File: src/rtl/ps2_kb_event_fifo.sv
// ps2_kb_event_fifo
//   PS/2 keyboard front end. It synchronises and deglitches the PS/2 lines and
//   receives 11-bit frames (start, 8 data LSB first, odd parity, stop). A stalled
//   frame is aborted after TIMEOUT_CYC idle cycles. Make/break/E0 sequences are
//   decoded, Shift and Caps Lock state is tracked, and decorated make events are
//   buffered in a first-word-fall-through FIFO.
// Ports:
//   clk, Reset (async, active low)
//   ps2d, ps2c            raw PS/2 data/clock pins (asynchronous)
//   rd_key                pop head entry (one-cycle strobe)
//   clr_overflow          clear sticky overflow flag
//   key_code/ext/shift/caps  head entry (all zero while empty)
//   kb_buf_empty, fifo_count  FIFO status
//   overflow              sticky: push dropped on full FIFO
//   parity_err            one-cycle pulse per rejected frame
//   interrupt             INT_MODE 0: level (non-empty); 1: pulse per accepted push
module ps2_kb_event_fifo #(
    parameter int FIFO_ADDR_W = 3,
    parameter int FILTER_LEN  = 8,
    parameter int TIMEOUT_CYC = 200000,
    parameter int INT_MODE    = 0
) (
    input  logic                   clk,
    input  logic                   Reset,
    input  logic                   ps2d,
    input  logic                   ps2c,
    input  logic                   rd_key,
    input  logic                   clr_overflow,
    output logic [7:0]             key_code,
    output logic                   key_ext,
    output logic                   key_shift,
    output logic                   key_caps,
    output logic                   kb_buf_empty,
    output logic [FIFO_ADDR_W:0]   fifo_count,
    output logic                   overflow,
    output logic                   parity_err,
    output logic                   interrupt
);
    localparam int DEPTH = 1 << FIFO_ADDR_W;
    localparam int FW    = $clog2(FILTER_LEN + 1);
    localparam int TW    = $clog2(TIMEOUT_CYC + 1);

    typedef enum logic [1:0] {ST_IDLE, ST_DATA, ST_CHECK} state_t;

    logic                   r_c_meta, r_c_sync, r_d_meta, r_d_sync;
    logic                   r_filt, r_fall;
    logic [FW-1:0]          r_filt_cnt;
    state_t                 r_state, w_state_nxt;
    logic [3:0]             r_bit_cnt;
    logic [9:0]             r_frame;
    logic [TW-1:0]          r_to_cnt;
    logic                   r_parity_err;
    logic                   r_ext_pend, r_brk_pend, r_shift_held, r_caps;
    logic [10:0]            r_mem [DEPTH];
    logic [FIFO_ADDR_W-1:0] r_wr_ptr, r_rd_ptr;
    logic [FIFO_ADDR_W:0]   r_count;
    logic                   r_overflow, r_int;

    logic        w_timeout, w_frame_ok, w_byte_vld, w_is_shift, w_push;
    logic [7:0]  w_byte;
    logic        w_empty, w_full, w_do_rd, w_do_wr;
    logic [10:0] w_head;

    // Two-flop synchronisers; lines idle high.
    always_ff @(posedge clk or negedge Reset) begin
        if (!Reset) begin
            r_c_meta <= 1'b1; r_c_sync <= 1'b1;
            r_d_meta <= 1'b1; r_d_sync <= 1'b1;
        end else begin
            r_c_meta <= ps2c; r_c_sync <= r_c_meta;
            r_d_meta <= ps2d; r_d_sync <= r_d_meta;
        end
    end

    // Clock filter: flip only after FILTER_LEN consecutive samples disagree with the current value.
    always_ff @(posedge clk or negedge Reset) begin
        if (!Reset) begin
            r_filt     <= 1'b1;
            r_filt_cnt <= '0;
            r_fall     <= 1'b0;
        end else if (r_c_sync == r_filt) begin
            r_filt_cnt <= '0;
            r_fall     <= 1'b0;
        end else if (r_filt_cnt == FW'(FILTER_LEN - 1)) begin
            r_filt     <= r_c_sync;
            r_filt_cnt <= '0;
            r_fall     <= ~r_c_sync;
        end else begin
            r_filt_cnt <= r_filt_cnt + FW'(1);
            r_fall     <= 1'b0;
        end
    end

    assign w_timeout  = (r_to_cnt == TW'(TIMEOUT_CYC - 1)) && !r_fall;
    // Data bits plus parity must have odd weight, and the stop bit must be high.
    assign w_frame_ok = (^r_frame[8:0]) & r_frame[9];
    assign w_byte_vld = (r_state == ST_CHECK) & w_frame_ok;
    assign w_byte     = r_frame[7:0];

    // Receiver state register.
    always_ff @(posedge clk or negedge Reset) begin
        if (!Reset) r_state <= ST_IDLE;
        else        r_state <= w_state_nxt;
    end

    // Receiver next-state logic.
    always_comb begin
        w_state_nxt = r_state;
        case (r_state)
            ST_IDLE:  if (r_fall && !r_d_sync) w_state_nxt = ST_DATA;
                      else                     w_state_nxt = ST_IDLE;
            ST_DATA:  if (r_fall && r_bit_cnt == 4'd1) w_state_nxt = ST_CHECK;
                      else if (w_timeout)              w_state_nxt = ST_IDLE;
                      else                             w_state_nxt = ST_DATA;
            ST_CHECK: w_state_nxt = ST_IDLE;
            default:  w_state_nxt = ST_IDLE;
        endcase
    end

    // Receiver datapath: bit counter, shift register, idle timer, error pulse.
    always_ff @(posedge clk or negedge Reset) begin
        if (!Reset) begin
            r_bit_cnt    <= 4'd0;
            r_frame      <= 10'd0;
            r_to_cnt     <= '0;
            r_parity_err <= 1'b0;
        end else begin
            r_parity_err <= (r_state == ST_CHECK) & ~w_frame_ok;
            case (r_state)
                ST_IDLE: begin
                    r_to_cnt <= '0;
                    if (r_fall && !r_d_sync) r_bit_cnt <= 4'd10;
                end
                ST_DATA: begin
                    if (r_fall) begin
                        r_frame   <= {r_d_sync, r_frame[9:1]};
                        r_bit_cnt <= r_bit_cnt - 4'd1;
                        r_to_cnt  <= '0;
                    end else if (w_timeout) begin
                        r_to_cnt  <= '0;
                    end else begin
                        r_to_cnt  <= r_to_cnt + TW'(1);
                    end
                end
                default: r_to_cnt <= '0;
            endcase
        end
    end

    assign w_is_shift = (w_byte == 8'h12) || (w_byte == 8'h59);

    // Only non-modifier makes (no pending F0) become FIFO events.
    always_comb begin
        w_push = 1'b0;
        if (w_byte_vld && w_byte != 8'hE0 && w_byte != 8'hF0 && !r_brk_pend
            && !w_is_shift && w_byte != 8'h58) begin
            w_push = 1'b1;
        end else begin
            w_push = 1'b0;
        end
    end

    // Decoder prefix flags and modifier state.
    always_ff @(posedge clk or negedge Reset) begin
        if (!Reset) begin
            r_ext_pend <= 1'b0; r_brk_pend <= 1'b0;
            r_shift_held <= 1'b0; r_caps <= 1'b0;
        end else if (w_byte_vld) begin
            if (w_byte == 8'hE0)      r_ext_pend <= 1'b1;
            else if (w_byte == 8'hF0) r_brk_pend <= 1'b1;
            else begin
                r_ext_pend <= 1'b0;
                r_brk_pend <= 1'b0;
                if (r_brk_pend) begin
                    if (w_is_shift) r_shift_held <= 1'b0;
                end else if (w_is_shift) begin
                    r_shift_held <= 1'b1;
                end else if (w_byte == 8'h58) begin
                    r_caps <= ~r_caps;
                end
            end
        end
    end

    assign w_empty = (r_count == '0);
    assign w_full  = (r_count == (FIFO_ADDR_W + 1)'(DEPTH));
    assign w_do_rd = rd_key & ~w_empty;
    // A full FIFO still accepts a push when the same cycle frees a slot.
    assign w_do_wr = w_push & (~w_full | w_do_rd);

    // FIFO storage, pointers, occupancy, overflow and interrupt.
    always_ff @(posedge clk or negedge Reset) begin
        if (!Reset) begin
            for (int i = 0; i < DEPTH; i++) r_mem[i] <= 11'd0;
            r_wr_ptr   <= '0;
            r_rd_ptr   <= '0;
            r_count    <= '0;
            r_overflow <= 1'b0;
            r_int      <= 1'b0;
        end else begin
            if (w_do_wr) begin
                r_mem[r_wr_ptr] <= {r_caps, r_shift_held, r_ext_pend, w_byte};
                r_wr_ptr        <= r_wr_ptr + FIFO_ADDR_W'(1);
            end
            if (w_do_rd) r_rd_ptr <= r_rd_ptr + FIFO_ADDR_W'(1);
            case ({w_do_wr, w_do_rd})
                2'b10:   r_count <= r_count + (FIFO_ADDR_W + 1)'(1);
                2'b01:   r_count <= r_count - (FIFO_ADDR_W + 1)'(1);
                default: r_count <= r_count;
            endcase
            if (w_push && w_full && !w_do_rd) r_overflow <= 1'b1;
            else if (clr_overflow)            r_overflow <= 1'b0;
            r_int <= (INT_MODE == 1) ? w_do_wr : ~w_empty;
        end
    end

    // Head entry is masked to zero while the FIFO is empty.
    always_comb begin
        w_head = 11'd0;
        if (w_empty) w_head = 11'd0;
        else         w_head = r_mem[r_rd_ptr];
    end

    assign key_code     = w_head[7:0];
    assign key_ext      = w_head[8];
    assign key_shift    = w_head[9];
    assign key_caps     = w_head[10];
    assign kb_buf_empty = w_empty;
    assign fifo_count   = r_count;
    assign overflow     = r_overflow;
    assign parity_err   = r_parity_err;
    assign interrupt    = r_int;
endmodule

File: config.mk
export PLATFORM = sky130hd
export DESIGN_NAME = ps2_kb_event_fifo
export DESIGN_NICKNAME = d
export VERILOG_FILES = /design/src/rtl/ps2_kb_event_fifo.sv
export SDC_FILE = /design/constraint.sdc
export NUM_CORES = 1
export LEC_CHECK = 0
export CAP_MARGIN = 15
export CORE_MARGIN = 2
export CORE_UTILIZATION = 56
export CTS_BUF_LIST = sky130_fd_sc_hd__clkbuf_4 sky130_fd_sc_hd__clkbuf_8 sky130_fd_sc_hd__clkbuf_16
export CTS_CLUSTER_SIZE = 12
export DETAILED_ROUTE_END_ITERATION = 16
export GPL_TIMING_DRIVEN = 0
export MAX_ROUTING_LAYER = met4
export PLACE_DENSITY = 0.8
export SYNTH_ARGS = -nofsm -noshare
export SYNTH_HDL_FRONTEND = slang
export SYNTH_SLANG_ARGS = --single-unit
File: constraint.sdc
create_clock -name clk -period 4.3 [get_ports clk]
set_clock_uncertainty 0.1 [all_clocks]
set_input_delay 0.645 -clock clk [delete_from_list [all_inputs] [get_ports clk]]
set_output_delay 0.645 -clock clk [all_outputs]
set_load 0.01 [all_outputs]
==> results of run 1 <==
-- sequential cells by signal, indices dropped and copies added, names as in the netlist, 2 cells and up --
signal      cells
r_frame        10
r_filt_cnt      4
r_state         2
r_mem          88
r_wr_ptr        3
r_to_cnt       18
r_bit_cnt       4
fifo_count      4
r_rd_ptr        3
-- cell usage after synthesis, types with 4 or more instances --
master and number:
clkbuf_1 18, mux2i_1 12, mux2_2 94, xnor2_1 19
mux4_2 22, o21ai_0 14, nand3_1 15, nand2_1 24
dfrtp_1 144, buf_4 4, ha_1 20, buf_1 5
nor2_1 42, nor3_1 10, buf_2 4, and4_1 4
a21oi_1 6, xor2_1 11, nor2b_1 5, nand4_1 9
and3_1 4, dfstp_2 5, inv_1 21
-- cell type report --
cell class                 count  share of cell area
buffer                        31              0.0168
clock buffer                  29              0.0675
clock inverter                 3             0.00494
inverter                      21             0.00973
multi-input combinational    344               0.381
sequential                   149               0.461
tap                          168              0.0259
timing repair buffer          25              0.0332
-- metrics by stage --
stage / power (µW) / TNS, ns / cell area [µm²] / instances / setup WS, ns
finish: 2950 / 0 / 8100 / 770 / 0.265
global route: 3050 / 0 / 8100 / 770 / 0.00846
CTS: 2970 / 0 / 8100 / 770 / 0.200
detailed placement: 1540 / 0 / 7510 / 738 / 0.403
global placement: 1530 / -462.79 / 7480 / 737 / -3.18
floorplan: 1490 / 0 / 7030 / 545 / 0.852
-- kinds of logic after synthesis --
| kind of cell | count (synthesis) | synth area share |
|---|---|---|
| DFF | 149 | 0.531 |
| and+or+nand+nor | 134 | 0.0978 |
| muxes | 128 | 0.238 |
| buffers and inverters | 52 | 0.0306 |
| AOI/OAI and AO/OA | 31 | 0.0265 |
| xor gates and xnor gates | 31 | 0.0406 |
| adders and majority gates | 20 | 0.0356 |
-- worst paths after layout --
| path | startpoint | end | slack, ns |
|---|---|---|---|
| setup reg to reg | r_frame[0] | fifo_count[2] | 0.48 |
| setup / recovery | r_rd_ptr[0] | key_code[6] | 0.27 |
| hold reg to reg | r_c_meta | r_c_sync | 0.26 |
| hold / removal | Reset | fifo_count[3] | 0.1 |
| max in group asynchronous | Reset | r_mem[47] | 3.19 |
| min in group clk | r_c_meta | r_c_sync | 0.26 |
-- per-layer routing --
metal	global-route usage	wire [µm]	vias to the layer above
li1	-	-	2027
met2	0.371	6870	83
met4	0.0794	191	0
met5	-	0	-
met1	0.307	5970	2197
met3	0.0575	605	16
-- power by group through the flow --
stage	Sequential (µW)	Clock, µW	Combinational [µW]
2_1_floorplan	1460	0	31.2
3_3_place_gp	1460	0	65.8
3_5_place_dp	1460	0	74.3
4_1_cts	1440	1460	74.4
5_1_grt	1440	1530	83.0
6_report	1440	1440	70.5
==> flow_summary.toml, run 1 <==
[run_status]
status = "completed"

[cts]
cts_buffers = 17
clockRootBuffer = "clkbuf_16"
cts-resized-gates = 0
htreeDepth = 4
cts_tree = "done"
postCtsHoldBufs = 0
post_cts_buffers = 0
clk_path_buf_depth = 2
clkLatencyLatePin_ns = 0.42
clkTransAtPathRegs_ns = 0.05
clock_sinks = 149

[final_layout]
final_cell_mix = "144 x dfrtp_1, 94 x mux2_2, 42 x nor2_1"
nets = 615
final_util = 0.669
num-fill-cells = 890
diodes = 0
seq_area_mm2 = 0.00373
drive_gt1_frac = 0.276
layout_commonest_cell = "dfrtp_1"
multi_input_comb_area_mm2 = 0.00308
area_growth_pct = 15.2

[floorplan]
fp.dieH_um = 116
die_area_mm2 = 0.0135
initial_core_util = 0.581
row_count = 40
die_x_um = 116
io_pins = 25
fp.coreArea_mm2 = 0.0121

[power_and_ir_drop]
p_switching_uw = 584
ir_drop_mv = 0.269
p_per_area_mw_per_mm2 = 364
clock_power_share = 0.489
p_leak_uw = 0.00367
switching_share = 0.198
intPower_uw = 2370
combPwrFrac = 0.024
pwr-share-seq = 0.487

[logic_synthesis]
ys_async_sr_fraction = 1.00
ys_ff_latch = 149
syn_area_per_cell_um2 = 12.9
yosys.cell_types.count = 47
yosys_warnings = 0
synthFlopType = "dfrtp_1"
synthCells = 545
synth_top_area_frac = 0.512
yosysSeqAreaShare = 0.531
synthesis.nets = 571
synth.largest_area_cell = "dfrtp_1"
netlist_top_cells_area = "dfrtp_1 51%, mux2_2 15%, mux4_2 7.0%"
synth_edf_count = 0
syn_area_mm2 = 0.00703

[setup_path]
max_stage_delay_ns = 0.79
critPathCaptureType = "primary output"
cp_top_family = "buffers and inverters"
ff2ff_path_depth = 14
startpoint_type = "register"
crit_chain = "clkbuf_1, buf_1, mux4_2, mux2i_1, nor2_1, clkdlybuf4s50_1"
crit_cells = 6
cp_slowest_cell = "buf_1"
cp_num_buf_inv = 3
critPathArrivalTime_ns = 3.29
critPathMaxFanout = 10
crit_type = "reg2out"
required_ns = 3.56

[route]
drt_iter0_drc = 356
drtPass1Iterations = 4
routed_wirelength_um = 13600
wl_per_cell_um = 17.7
antenna_left = 0
drc = 0
vias = 4323
viasPerCell = 5.61

[grt]
grt_pass1_wl_um = 23200
grt_usage = 0.237
grt_overflow_total = 0
antenna_found_initial = 0
grt_max_degree = 88
grt_pass1_vias = 4566

[sta]
whs_ns = 0.0963
fin_crit_sh = 0.938
fin_crit_ns = 4.03
hold_viol_final = 0
setup_viol = 0
rsz0062_at_grt = "no"
tightest_slew_ns = 1.00
drv_slew = 0
slew_headroom = 0.332
clock.fmax_ghz = 0.248

[place]
place_congestion = 0.855
portBuffers = 24
place_hpwl_um = 8920

[flow_run]
max-cap-violations = 0

[worst_hold_path]
hold_class = "in2async"
(Power assumes the default switching activity.)
==> inputs of run 2 (changes only) <==
Settings changed: CTS_CLUSTER_DIAMETER set to 150, SKIP_CTS_REPAIR_TIMING set to 1.
==> results of run 2 <==
Same layout as run 1: the final DEF is identical, and so are final timing and power.
==> RTL edit: new RTL, flow settings as in run 1 <==
Encoding of `state_t`: now one-hot (3 bits for 3 states).
--- a/src/rtl/ps2_kb_event_fifo.sv
+++ b/src/rtl/ps2_kb_event_fifo.sv
@@ -42,3 +42,3 @@
 
-    typedef enum logic [1:0] {ST_IDLE, ST_DATA, ST_CHECK} state_t;
+    typedef enum logic [2:0] {ST_IDLE = 3'b001, ST_DATA = 3'b010, ST_CHECK = 3'b100} state_t;
 
Function: no difference found for any inputs over 10 cycles, from zero or initial values and one cycle with Reset low; not proved beyond that.
==> RTL edit against run 1 <==
Hold slack gained 48 ps; power grew 0.24%; sequential cell count grew 1; non-clock buffer count grew 3; worst setup slack gained 300 ps; synthesized area grew 1.4%; count of clock-buffer cells in the layout shrank 3; critical path depth grew 10; largest power group unchanged; register-to-register slack gained 80 ps; routed wire length shrank 0.15%; cell area grew 1.1%.
==> RTL edit: results (changes against run 1) <==
CTS
The source-to-sink clock delay at the later pin of the worst-skew pair is 420 ps (about the same). The number of gates resized after cts is 0 (unchanged). The tree is rooted in a clkbuf_16. After clock tree synthesis, the clock-pin slew on the worst setup and hold paths is 60 ps. The buffers inserted during post-CTS setup optimization is 0 (unchanged). The H-tree depth was 4 (unchanged).

The worst-case clock buffer depth is 2 (unchanged).

Placed design
The final weighted congestion in routability-driven placement is 0.8441 (-1.3%). The total half-perimeter wirelength after legalization and detailed placement is 8.962 mm (+0.41%). The number of cells after detailed placement is 740 (+0.27%). The count of buffers inserted at the top-level ports is 24 (unchanged). The worst setup timing slack at the placement stage is 551.6 ps (+148.1 ps). The post-placement cell area came to 0.007616 mm² (+1.4%).

Logic synthesis
The number of synthesis warnings was 0 (unchanged). Ranked by instance count, the synthesized netlist is headed by dfrtp_1, mux2_2, nor2_1. The number of distinct library cells after synthesis is 43 (-8.5%). The synthesized netlist net count came to 569 (-0.35%). By area the synthesized netlist is led by dfrtp_1, mux2_2, mux4_2, ha_1, mux2_4. The sequential fraction of the synthesis area is 52.74% (-0.36 points). The average footprint of a synthesized cell is 13.13 µm² (+1.8%). The share of flip-flops with an asynchronous set or reset after synthesis was 100.0% (unchanged).

Power and ir drop
The largest voltage drop on the vdd net is 0.3045 mV (+13%). The leakage dissipation is 3.767 nW (+2.6%).

Global routing
The global router's overall resource usage was 22.89% (-0.81 points). The first-pass GRT wire length is 22.68 mm (-2.1%). The initial antenna violation count was 0 (unchanged).

The number of global-route vias before repair was 4611 (+0.99%). The pin count of the biggest net entering global routing is 82 (-6.8%). The met3 usage is 5.149% (-0.60 points). The global-route met1 utilization was 27.79% (-2.9 points).

The met2 global-route usage came to 38.15% (+1.0 points).

Critical path
The endpoint identified for the worst register-to-register timing path is fifo_count[2]. The slowest library cell on the worst path is xnor3_1. The kind of cell with the highest combined delay along the critical path is XOR/XNOR gates. The startpoint of the lowest-slack register-to-register path is r_frame[2]. The cell count of the worst reg-to-reg path came to 16 (+2). The reg2reg setup slack was 560 ps (+80 ps). The biggest fanout along the worst timing path is 10 (unchanged). The largest stage delay on the critical path came to 390 ps (-400 ps). The data arrival time of the critical path came to 3930 ps (+640 ps).

Status
The flow ran to the end, and the final reports show no timing, DRC or antenna violations.

Cells and area
The share of post-route cells with drive strength above 1 is 28.33% (+0.76 points). In the final layout, the registers with the most flip-flops are r_mem (88), r_to_cnt (18), r_frame (10). The number of nets at the end of the flow is 613 (-0.33%). The number of diodes added for antenna fixing is 0 (unchanged). The number of standard cells in the final layout excluding fillers was 772 (+0.26%).

Detailed routing
The wire length per cell is 17.63 µm (-0.41%). The first-iteration detailed-routing DRC count is 253 (-29%). The count of TritonRoute iterations in the first routing pass is 6 (+2).

The count of antenna-violating nets left after detailed routing came to 0 (unchanged). The per-cell via count in the routed design came to 5.712 (+1.7%).

Timing
The final worst hold slack is 144.7 ps (+48.32 ps). The slew at the pin with the worst max-slew slack was 861.2 ps (-140.2 ps).
[RTL edit: changes by cell type in the layout (fill, tap and decap cells not counted), moves of 5 or more]
cell	run 1	this run
nand2_1	24	30
mux2_2	94	80
inv_1	21	14
xor2_1	11	16
clkbuf_8	5	0
nor3_1	10	5
buf_2	4	10
mux2_4	0	12
[RTL edit: final cells by class]
cell class | count | area (µm²)
fillers | 930 | 4328
flip-flops and latches | 150 | 3761
multi-input cells | 345 | 3139
clock buffers | 26 | 493.0
repair buffers | 25 | 269.0
well taps | 172 | 215.2
plain buffers | 34 | 178.9
clock inverters | 6 | 80.08
inverters | 14 | 52.55
[RTL edit: metal layers]
metal / vias to the layer above / wire length, µm
met5: - / 0
met4: 0 / 236
met3: 23 / 473
met2: 90 / 6933
met1: 2290 / 5970
li1: 2007 / -
[RTL edit: how the worst max path moves through the flow]
stage	cells past startpoint	start	slack (ps)	endpoint
global placement	1	Reset	-3190	r_fall
detailed placement	16	r_frame[1]	550	fifo_count[2]
floorplan	16	r_frame[2]	1010	fifo_count[2]
finish	16	r_frame[2]	560	fifo_count[2]
global route	16	r_frame[2]	200	fifo_count[2]
CTS	16	r_frame[1]	530	fifo_count[2]
[RTL edit: kinds of logic after synthesis]
| family | after synthesis | share of synthesized area, % |
|---|---|---|
| XOR/XNOR | 33 | 4.245 |
| multiplexers | 126 | 23.79 |
| AO/OA/AOI/OAI | 22 | 1.772 |
| AND/OR/NAND/NOR | 144 | 10.70 |
| flip-flops | 150 | 52.74 |
| adder cells (fa/ha/maj) | 20 | 3.509 |
| buffers and inverters | 48 | 3.246 |
[RTL edit: where the power goes]
| part | internal (mW) | switching (mW) |
|---|---|---|
| sequential | 1.43 | 0.0130 |
| combinational | 0.0256 | 0.0411 |
| clock | 0.907 | 0.538 |
